### src/rtl/spi_dac8512_pkg.sv
// Shared types and sizing for the DAC8512 receiver model.
package spi_dac8512_pkg;

    localparam int DW_DEF   = 12;
    localparam int SYNC_DEF = 2;

    typedef enum logic {
        IDLE  = 1'b0,
        SHIFT = 1'b1
    } rx_state_e;

    // Bit counter must hold 0..DW+1 so an over-long frame stays distinguishable from DW.
    function automatic int bcnt_width(input int dw);
        return $clog2(dw + 2);
    endfunction

    localparam int BCNT_W_DEF = bcnt_width(DW_DEF);

endpackage

### src/rtl/spi_dac8512_rx_sync_edge.sv
// Multi-flop synchroniser with rise/fall pulses taken from the last stage.
module sync_edge
    import spi_dac8512_pkg::*;
#(
    parameter int   STAGES  = SYNC_DEF,
    parameter logic RST_VAL = 1'b1
) (
    input  logic clk,
    input  logic rst_n,
    input  logic d_i,
    output logic q_o,
    output logic rise_o,
    output logic fall_o
);

    logic [STAGES-1:0] sync_q;
    logic              last_q;

    always_ff @(posedge clk or negedge rst_n) begin
        if (!rst_n) begin
            sync_q <= {STAGES{RST_VAL}};
            last_q <= RST_VAL;
        end else begin
            sync_q <= {sync_q[STAGES-2:0], d_i};
            last_q <= sync_q[STAGES-1];
        end
    end

    assign q_o    = sync_q[STAGES-1];
    assign rise_o = sync_q[STAGES-1] & ~last_q;
    assign fall_o = ~sync_q[STAGES-1] & last_q;

endmodule

### src/rtl/spi_dac8512_rx.sv
// DAC8512 stand-in: deserialises NCS/SCLK/SDAT frames into an input register and a DAC register.
// Optional strict frame-length checking when SPI_RX_FRAME_CHK_EN is defined.
module spi_dac8512_rx
    import spi_dac8512_pkg::*;
#(
    parameter int DW          = DW_DEF,
    parameter int SYNC_STAGES = SYNC_DEF
) (
    input  logic          clk,
    input  logic          rst_n,
    input  logic          ncs,
    input  logic          sclk,
    input  logic          sdat,
    input  logic          nld,
    input  logic          nclr,
    output logic [DW-1:0] din_reg,
    output logic          word_vld,
    output logic [DW-1:0] dout,
    output logic          dac_upd,
    output logic          frame_err
);

    localparam int             NS       = (SYNC_STAGES < 2) ? 2 : SYNC_STAGES;
    localparam int             BCW      = bcnt_width(DW);
    localparam logic [BCW-1:0] BCNT_MAX = BCW'(DW + 1);

    logic ncs_s, ncs_rise, ncs_fall;
    logic sclk_s, sclk_rise, sclk_fall_unused;
    logic sdat_s, sdat_rise_unused, sdat_fall_unused;
    logic nld_s, nld_rise_unused, nld_fall_unused;
    logic nclr_s, nclr_rise_unused, nclr_fall_unused;

    sync_edge #(.STAGES(NS), .RST_VAL(1'b1)) u_sync_ncs (
        .clk(clk), .rst_n(rst_n), .d_i(ncs),
        .q_o(ncs_s), .rise_o(ncs_rise), .fall_o(ncs_fall));
    sync_edge #(.STAGES(NS), .RST_VAL(1'b1)) u_sync_sclk (
        .clk(clk), .rst_n(rst_n), .d_i(sclk),
        .q_o(sclk_s), .rise_o(sclk_rise), .fall_o(sclk_fall_unused));
    sync_edge #(.STAGES(NS), .RST_VAL(1'b0)) u_sync_sdat (
        .clk(clk), .rst_n(rst_n), .d_i(sdat),
        .q_o(sdat_s), .rise_o(sdat_rise_unused), .fall_o(sdat_fall_unused));
    sync_edge #(.STAGES(NS), .RST_VAL(1'b1)) u_sync_nld (
        .clk(clk), .rst_n(rst_n), .d_i(nld),
        .q_o(nld_s), .rise_o(nld_rise_unused), .fall_o(nld_fall_unused));
    sync_edge #(.STAGES(NS), .RST_VAL(1'b1)) u_sync_nclr (
        .clk(clk), .rst_n(rst_n), .d_i(nclr),
        .q_o(nclr_s), .rise_o(nclr_rise_unused), .fall_o(nclr_fall_unused));

    rx_state_e      state_q;
    logic [DW-1:0]  shift_q;
    logic [BCW-1:0] bit_cnt_q;
    logic [DW-1:0]  din_q;
    logic [DW-1:0]  din_d;
    logic [DW-1:0]  dout_q;
    logic           word_vld_q;
    logic           dac_upd_q;
    logic           frame_end;
    logic           accept;

    // din_d is the value din_reg will hold next cycle, so a coincident load sees the new word.
    always_comb begin
        frame_end = (state_q == SHIFT) && ncs_rise;
`ifdef SPI_RX_FRAME_CHK_EN
        accept    = frame_end && (bit_cnt_q == BCW'(DW));
`else
        accept    = frame_end && (bit_cnt_q != '0);
`endif
        din_d     = accept ? shift_q : din_q;
    end

`ifdef SPI_RX_FRAME_CHK_EN
    logic frame_err_q;
    assign frame_err = frame_err_q;
`else
    assign frame_err = 1'b0;
`endif

    always_ff @(posedge clk or negedge rst_n) begin
        if (!rst_n) begin
            state_q     <= IDLE;
            shift_q     <= '0;
            bit_cnt_q   <= '0;
            din_q       <= '0;
            dout_q      <= '0;
            word_vld_q  <= 1'b0;
            dac_upd_q   <= 1'b0;
`ifdef SPI_RX_FRAME_CHK_EN
            frame_err_q <= 1'b0;
`endif
        end else begin
            word_vld_q  <= 1'b0;
            dac_upd_q   <= 1'b0;
`ifdef SPI_RX_FRAME_CHK_EN
            frame_err_q <= frame_end && !accept;
`endif
            case (state_q)
                IDLE: begin
                    if (ncs_fall) begin
                        state_q   <= SHIFT;
                        shift_q   <= '0;
                        bit_cnt_q <= '0;
                    end
                end
                SHIFT: begin
                    if (ncs_rise) begin
                        state_q    <= IDLE;
                        din_q      <= din_d;
                        word_vld_q <= accept;
                    end else if (sclk_rise) begin
                        shift_q <= {shift_q[DW-2:0], sdat_s};
                        if (bit_cnt_q != BCNT_MAX) bit_cnt_q <= bit_cnt_q + BCW'(1);
                    end
                end
                default: state_q <= IDLE;
            endcase
            if (!nclr_s) begin
                dout_q <= '0;
            end else if (!nld_s) begin
                dout_q    <= din_d;
                dac_upd_q <= 1'b1;
            end
        end
    end

    assign din_reg  = din_q;
    assign word_vld = word_vld_q;
    assign dout     = dout_q;
    assign dac_upd  = dac_upd_q;

endmodule

### config.mk
export PLATFORM = sky130hd
export DESIGN_NAME = spi_dac8512_rx
export DESIGN_NICKNAME = d
export VERILOG_FILES = /design/src/rtl/spi_dac8512_pkg.sv /design/src/rtl/spi_dac8512_rx_sync_edge.sv /design/src/rtl/spi_dac8512_rx.sv
export SDC_FILE = /design/constraint.sdc
export NUM_CORES = 1
export LEC_CHECK = 0
export ABC_CLOCK_PERIOD_IN_PS = 4700
export CORE_MARGIN = 2
export CORE_UTILIZATION = 56
export CTS_CLUSTER_DIAMETER = 30
export CTS_CLUSTER_SIZE = 30
export DETAILED_ROUTE_END_ITERATION = 16
export GPL_TIMING_DRIVEN = 0
export PLACE_DENSITY = 0.83
export SYNTH_ARGS = -nofsm -noshare
export SYNTH_HDL_FRONTEND = slang
export SYNTH_SLANG_ARGS = --single-unit
### constraint.sdc
create_clock -name clk -period 4.7 [get_ports clk]
set_input_delay 0.47 -clock clk [delete_from_list [all_inputs] [get_ports clk]]
set_output_delay 0.47 -clock clk [all_outputs]
set_load 0.01 [all_outputs]
==> results of run 1 <==
[synthesized netlist by cell type, types with 4 or more instances]
cell / number / area share
clkbuf_1: 7 / 0.012
o211a_1: 12 / 0.055
inv_1: 4 / 0.0069
dfrtp_1: 45 / 0.52
nand3_1: 4 / 0.0092
o21ai_0: 13 / 0.030
nand2_1: 30 / 0.052
nand2b_1: 13 / 0.037
dfstp_2: 10 / 0.12
mux2_2: 11 / 0.057
[path summary, 6_finish.rpt]
| path | from | endpoint | slack (ns) | cells after the start |
|---|---|---|---|---|
| max | bit_cnt_q[0]$_DFFE_PN0P_ | dout[6]$_DFFE_PN0P_ | 2.64 | 7 |
| min in group clk | u_sync_sdat.sync_q[0]$_DFF_PN0_ | u_sync_sdat.sync_q[1]$_DFF_PN0_ | 0.35 | 0 |
| max in group asynchronous | rst_n | u_sync_ncs.last_q$_DFF_PN1_ | 3.95 | 2 |
| min | rst_n | din_reg[6]$_DFFE_PN0N_ | 0.14 | 1 |
| min reg2reg | u_sync_sdat.sync_q[0]$_DFF_PN0_ | u_sync_sdat.sync_q[1]$_DFF_PN0_ | 0.35 | 0 |
| max reg2reg | bit_cnt_q[0]$_DFFE_PN0P_ | dout[6]$_DFFE_PN0P_ | 2.64 | 7 |
[cell families (layout without fill, tap and decap cells)]
family                     Yosys count  count (layout)  share of synthesized area
DFF                                 55              55                      0.638
AOI/OAI and AO/OA                   33              33                      0.120
adders and majority gates            3               3                     0.0173
and+or+nand+nor                     57              57                      0.126
xor gates and xnor gates             1               1                    0.00403
buffers and inverters               13              54                     0.0288
other                                1               1                    0.00172
muxes                               12              12                     0.0638
[worst register-to-register path, cell delays in order (launching register included)]
cell,delay (ns)
dfrtp_1,0.43
inv_1,0.12
ha_1,0.15
inv_1,0.06
o311ai_4,0.33
clkbuf_8,0.26
mux2_2,0.37
o211a_1,0.22
[area by class of cell]
cell class,count,area share
plain buffers,9,0.0178
clock buffers,7,0.0324
clock inverters,1,0.00328
inverters,4,0.00563
multi-input cells,107,0.272
flip-flops and latches,55,0.521
well taps,48,0.0225
repair buffers,33,0.126
[where the power goes]
part | total (uW) | leakage [uW] | internal [uW] | switching [uW]
logic | 95.4 | 0.000535 | 42.8 | 52.6
clock network | 268 | 0.0000484 | 121 | 147
registers | 513 | 0.000717 | 497 | 15.6
[per-layer routing]
metal	part of all wire	vias to the layer above	GRT usage	wire length, um
met5	0	-	0	0
met4	0.022	0	0.117	96
met3	0.051	12	0.0545	221
met2	0.53	52	0.374	2320
met1	0.39	721	0.278	1700
li1	-	672	-	-
[cell usage in the layout (no fill, tap or decap), drive strengths merged]
cell type / netlist / final
or3: 1 / 1
clkinv: 0 / 1
nand3: 4 / 4
o21ai: 13 / 13
o311ai: 1 / 1
mux2: 12 / 12
clkbuf: 8 / 15
nor2: 3 / 3
xnor2: 1 / 1
nand2b: 13 / 13
and2b: 2 / 2
nor3b: 1 / 1
ha: 3 / 3
a311o: 1 / 1
o211a: 12 / 12
dfstp: 10 / 10
a21oi: 2 / 2
inv: 4 / 4
a31oi: 1 / 1
a22o: 1 / 1
nor2b: 3 / 3
buf: 1 / 3
o22ai: 1 / 1
nand2: 30 / 30
o32ai: 1 / 1
conb: 1 / 1
clkdlybuf4s50: 0 / 31
dfrtp: 45 / 45
[metrics by stage]
| step | util | total power, uW | instance area (um^2) | hold WS (ns) |
|---|---|---|---|---|
| global route | 0.723 | 916 | 2670 | 0.165 |
| detailed placement | 0.697 | 617 | 2570 | 0.336 |
| CTS | 0.723 | 884 | 2670 | 0.139 |
| finish | 0.723 | 877 | 2670 | 0.138 |
| floorplan | - | 567 | 2180 | 0.174 |
| global placement | 0.693 | 609 | 2560 | 0.339 |
==> results.yml, run 1 <==
timing:
  finalCriticalPeriod_ns: 2.06
  setup_viol_count_final: 0
  post-route-period-util: 0.438
  slew-limit-headroom: 0.639
  rsz0062_at_grt: "no"
  fin_tns_setup_ns: 0
  worst_pin_slew_ns: 0.541
  slew_viol_final: 0
  final.setup_skew_ns: 0.00790
  timing.fmax_mhz: 486
  final_critical_path_setup_slack_ns: 2.64
  hold_viol: 0
cts:
  h_tree_level_count: 2
  clock-root-buffer: "clkbuf_8"
  cts_made_buffers: 5
  post-cts-setup-buffers: 0
  clock_latency_ns: 0.31
  cts-root-to-sink-buffers: 2
  clk_pin_slew_worst_paths_ns: 0.09
  cts.sink_count: 55
  postCtsHoldBufs: 0
  cts_tree: "built"
  cts_resized: 0
drt:
  routed_wirelength_mm: 4.33
  routed-via-count: 1457
  drt_iter0_drc: 81
  post-route-drc-count: 0
  antenna_left: 0
  route.detailed.vias_per_inst: 5.52
  detailedRoute.firstPassIterationCount: 4
  wl_per_cell_um: 16.4
die:
  std_cell_rows: 22
  core_area_um2: 3690
  floorplan.die_area_um2: 4400
  floorplan.initialDensity: 0.590
  die_h_um: 66.3
  floorplan.die.width_um: 66.3
  ioPinCount: 34
placed_design:
  place_ws_ns: 2.69
  io_buffers: 32
  place.gp.congestion: 0.736
  post-place-cells: 256
  hpwl_mm: 3.01
finish:
  multi_input_combinational_cell_area_um2: 724
  fin_cells: 264
  final-seq-area_um2: 1390
  layout.filler_cells: 273
  antenna-diode-count: 0
  area.growth.synth_to_final_pct: 22.5
  final_net_count: 225
  final_layout_size_suffix_gt1_frac: 0.162
worst_setup_path:
  critPathSlowestCell: "dfrtp_1"
  critical_path_cell_by_cell: "inv_1, ha_1, inv_1, o311ai_4, clkbuf_8, mux2_2, o211a_1"
  critical_path_buf_inv_count: 3
  critPathCaptureType: "register"
  cp-start-kind: "register"
  data_arrival_critical_path_ns: 2.26
  critical-path-max-stage-delay_ns: 0.43
  critPathTopFamily: "compound AO/OA/AOI/OAI gates"
  worst-path-max-fanout: 10
  cp_data_required_time_ns: 4.90
  critical_path.most_common_cell: "inv_1"
  critical_path_class: "reg -> reg"
worst_hold_path:
  worstHoldPathType: "in -> async"
synthesis:
  main_synth_ff_type: "dfrtp_1"
  postSynthRegisterBits: 55
  synth.net_count: 185
  synth_sequential_area_ratio: 0.638
  synthesis.yosys.warnings: 0
  syn-cell-area_um2: 2180
  synth-edff-count: 0
  synth_cells: 175
  synthArstFlopShare: 1.00
  syn_avg_cell_area_um2: 12.4
  synth.distinct_cells: 29
grt:
  via_count_of_the_first_global_routing_pass: 1532
  wire_length_of_the_first_global_routing_pass_mm: 7.22
  grt_antenna_before_repair: 0
  grt_overflow_total: 0
  grt_start_max_net_pins: 33
  grt.total_usage: 0.227
pwr:
  powerDensity_nw_per_um2: 329
  p_leak_uw: 0.00130
  peakVddDrop_uv: 256
job:
  max_cap_viol_count: 0
status:
  run_status: "finished, final reports clean"
Note: power is estimated with default switching activity, not from simulation.
==> inputs of run 2 (changes only) <==
--- a/config.mk
+++ b/config.mk
@@ -5,14 +5,14 @@
 export SDC_FILE = /design/constraint.sdc
 export NUM_CORES = 1
 export LEC_CHECK = 0
-export ABC_CLOCK_PERIOD_IN_PS = 4700
+export ABC_CLOCK_PERIOD_IN_PS = 2050
 export CORE_MARGIN = 2
-export CORE_UTILIZATION = 56
+export CORE_UTILIZATION = 52
 export CTS_CLUSTER_DIAMETER = 30
 export CTS_CLUSTER_SIZE = 30
 export DETAILED_ROUTE_END_ITERATION = 16
 export GPL_TIMING_DRIVEN = 0
-export PLACE_DENSITY = 0.83
+export PLACE_DENSITY = 0.78
 export SYNTH_ARGS = -nofsm -noshare
 export SYNTH_HDL_FRONTEND = slang
 export SYNTH_SLANG_ARGS = --single-unit
==> constraint.sdc (replaced) <==
create_clock -name clk -period 2.05 [get_ports clk]
set_input_delay 0.205 -clock clk [delete_from_list [all_inputs] [get_ports clk]]
set_output_delay 0.205 -clock clk [all_outputs]
set_load 0.01 [all_outputs]
==> run 2 against run 1 <==
Maximum frequency is 4.9% higher. Critical path type unchanged. First-iteration DRC count is 36% lower. Power is 140% higher. Worst hold slack better by 0.15 ns. Via count is 0.34% higher.
==> results.yml, run 2 (synthesized netlist as in run 1, its figures left out) <==
die:
  floorplan.initialDensity: 0.544
  die_h_um: 68.7
  ioPinCount: 34
  std_cell_rows: 23
  floorplan.die_area_um2: 4720
  core_area_um2: 4000
  floorplan.die.width_um: 68.7
finish:
  area.growth.synth_to_final_pct: 23.9
  final_net_count: 226
  fin_area_um2: 2700
  layout.filler_cells: 268
  final_cell_mix: "45 x dfrtp_1, 31 x clkdlybuf4s50_1, 30 x nand2_1, 13 x nand2b_1, 13 x o21ai_0"
  mostFrequentLayoutCell: "dfrtp_1"
  antenna-diode-count: 0
  final_layout_size_suffix_gt1_frac: 0.166
  fin_util: 0.674
placed_design:
  place.gp.congestion: 0.794
  hpwl_mm: 2.87
  placement.cell_area_um2: 2570
  io_buffers: 32
timing:
  final.setup_skew_ns: 0.0128
  hold_viol: 0
  post-route-period-util: 0.958
  finalCriticalPeriod_ns: 1.96
  slew_viol_final: 0
  setup_viol_count_final: 0
  timing.fmax_mhz: 509
  worst_pin_slew_ns: 0.574
  rsz0062_at_grt: "no"
  slew-limit-headroom: 0.617
cts:
  post-cts-setup-buffers: 0
  clock-root-buffer: "clkbuf_8"
  cts-root-to-sink-buffers: 2
  clock_latency_ns: 0.31
  h_tree_level_count: 2
  cts.sink_count: 55
  clk_pin_slew_worst_paths_ns: 0.10
  cts_tree: "built"
  cts_made_buffers: 5
grt:
  wire_length_of_the_first_global_routing_pass_mm: 6.38
  via_count_of_the_first_global_routing_pass: 1361
  grt_overflow_total: 0
  grt_start_max_net_pins: 31
  grt_antenna_before_repair: 0
  grt.total_usage: 0.191
drt:
  antenna_left: 0
  post-route-drc-count: 0
  wl_per_cell_um: 15.0
  detailedRoute.firstPassIterationCount: 4
  route.detailed.vias_per_inst: 5.48
  routed-via-count: 1462
  drt_iter0_drc: 52
  routed_wirelength_mm: 4.00
worst_setup_path:
  data_arrival_critical_path_ns: 2.17
  worst-path-max-fanout: 10
  critPathSlowestCell: "dfrtp_1"
  critical_path_class: "reg -> reg"
  cp-start-kind: "register"
  critPathCaptureType: "register"
  critical-path-max-stage-delay_ns: 0.44
  cp_data_required_time_ns: 2.25
  critical_path_cell_by_cell: "inv_2, ha_1, inv_1, o311ai_4, buf_8, mux2_2, o211a_1"
pwr:
  cellInternalPower_uw: 1610
  clkPwrFrac: 0.335
  powerDensity_nw_per_um2: 778
  power.combinational.fraction: 0.104
  p_leak_uw: 0.00131
  peakVddDrop_uv: 616
  swShare: 0.233
  power.net_switching_uw: 490
  power_frac_seq: 0.561
status:
  run_status: "finished, final reports clean"
worst_hold_path:
  worstHoldPathType: "in -> reg"
job:
  max_cap_viol_count: 0
run 2: timing repair:
item / CTS / global route
setup endpoints to repair: 0 / 8
hold endpoints to repair: 23 / 0
gates resized for setup: 0 / 2
hold buffers: 1 / 0
run 2: critical path, delay by kind of cell (launching register included):
family,cells,cell delay [ns]
adder cells (fa/ha/maj),1,0.14
flip-flops,1,0.44
AO/OA/AOI/OAI,2,0.56
buffers and inverters,3,0.36
multiplexers,1,0.36
run 2: worst paths after layout:
kind	startpoint	to	slack [ns]	cells after the start
max	bit_cnt_q[0]$_DFFE_PN0P_	dout[6]$_DFFE_PN0P_	0.09	7
min	nclr	u_sync_nclr.sync_q[0]$_DFF_PN1_	0.29	1
max reg2reg	bit_cnt_q[0]$_DFFE_PN0P_	dout[6]$_DFFE_PN0P_	0.09	7
min reg2reg	u_sync_sclk.sync_q[0]$_DFF_PN1_	u_sync_sclk.sync_q[1]$_DFF_PN1_	0.36	0
max in group asynchronous	rst_n	u_sync_sclk.last_q$_DFF_PN1_	1.00	3
min in group asynchronous	rst_n	dout[6]$_DFFE_PN0P_	0.41	2
run 2: metal layers:
layer  vias to the layer above  track usage  routed length [um]
met3                        13       0.0617                 282
li1                        677            -                   -
met1                       713        0.235                1660
met2                        59        0.309                1970
met4                         0       0.0800                  88
met5                         -            0                   0
run 2: power groups by stage:
stage,Combinational (uW),Sequential (uW),Clock [uW]
2_1_floorplan,101,1200,0
3_3_place_gp,205,1190,0
3_5_place_dp,217,1200,0
4_1_cts,220,1180,723
5_1_grt,242,1180,774
6_report,218,1180,704
run 2: final cells by class:
cell class                      count  area, um^2  share of cell area
Buffer                              9        48.8              0.0181
Clock buffer                        6        72.6              0.0269
Clock inverter                      2        38.8              0.0144
Inverter                            4        15.0             0.00557
Multi-Input combinational cell    107         724               0.269
Sequential cell                    55        1390               0.515
Tap cell                           50        62.6              0.0232
Timing Repair Buffer               34         345               0.128
run 2: metrics by stage:
| stage | TNS (ns) | power (uW) | setup slack [ns] | std cells | hold slack [ns] |
|---|---|---|---|---|---|
| global placement | -31.29 | 1400 | -0.666 | 257 | 0.339 |
| CTS | 0 | 2120 | 0.0131 | 267 | 0.283 |
| global route | 0 | 2200 | 0.00931 | 267 | 0.284 |
| floorplan | 0 | 1300 | 0.231 | 175 | -0.0906 |
| finish | 0 | 2100 | 0.0868 | 267 | 0.287 |
| detailed placement | 0 | 1410 | 0.0330 | 258 | 0.234 |
==> inputs of run 3 (changes only) <==
--- a/config.mk
+++ b/config.mk
@@ -8,10 +8,11 @@
 export ABC_CLOCK_PERIOD_IN_PS = 2050
 export CORE_MARGIN = 2
 export CORE_UTILIZATION = 52
-export CTS_CLUSTER_DIAMETER = 30
+export CTS_CLUSTER_DIAMETER = 200
 export CTS_CLUSTER_SIZE = 30
 export DETAILED_ROUTE_END_ITERATION = 16
 export GPL_TIMING_DRIVEN = 0
+export HOLD_SLACK_MARGIN = 0.15
 export PLACE_DENSITY = 0.78
 export SYNTH_ARGS = -nofsm -noshare
 export SYNTH_HDL_FRONTEND = slang
==> results of run 3 <==
The final DEF is identical to that of run 2; final timing and power are the same.
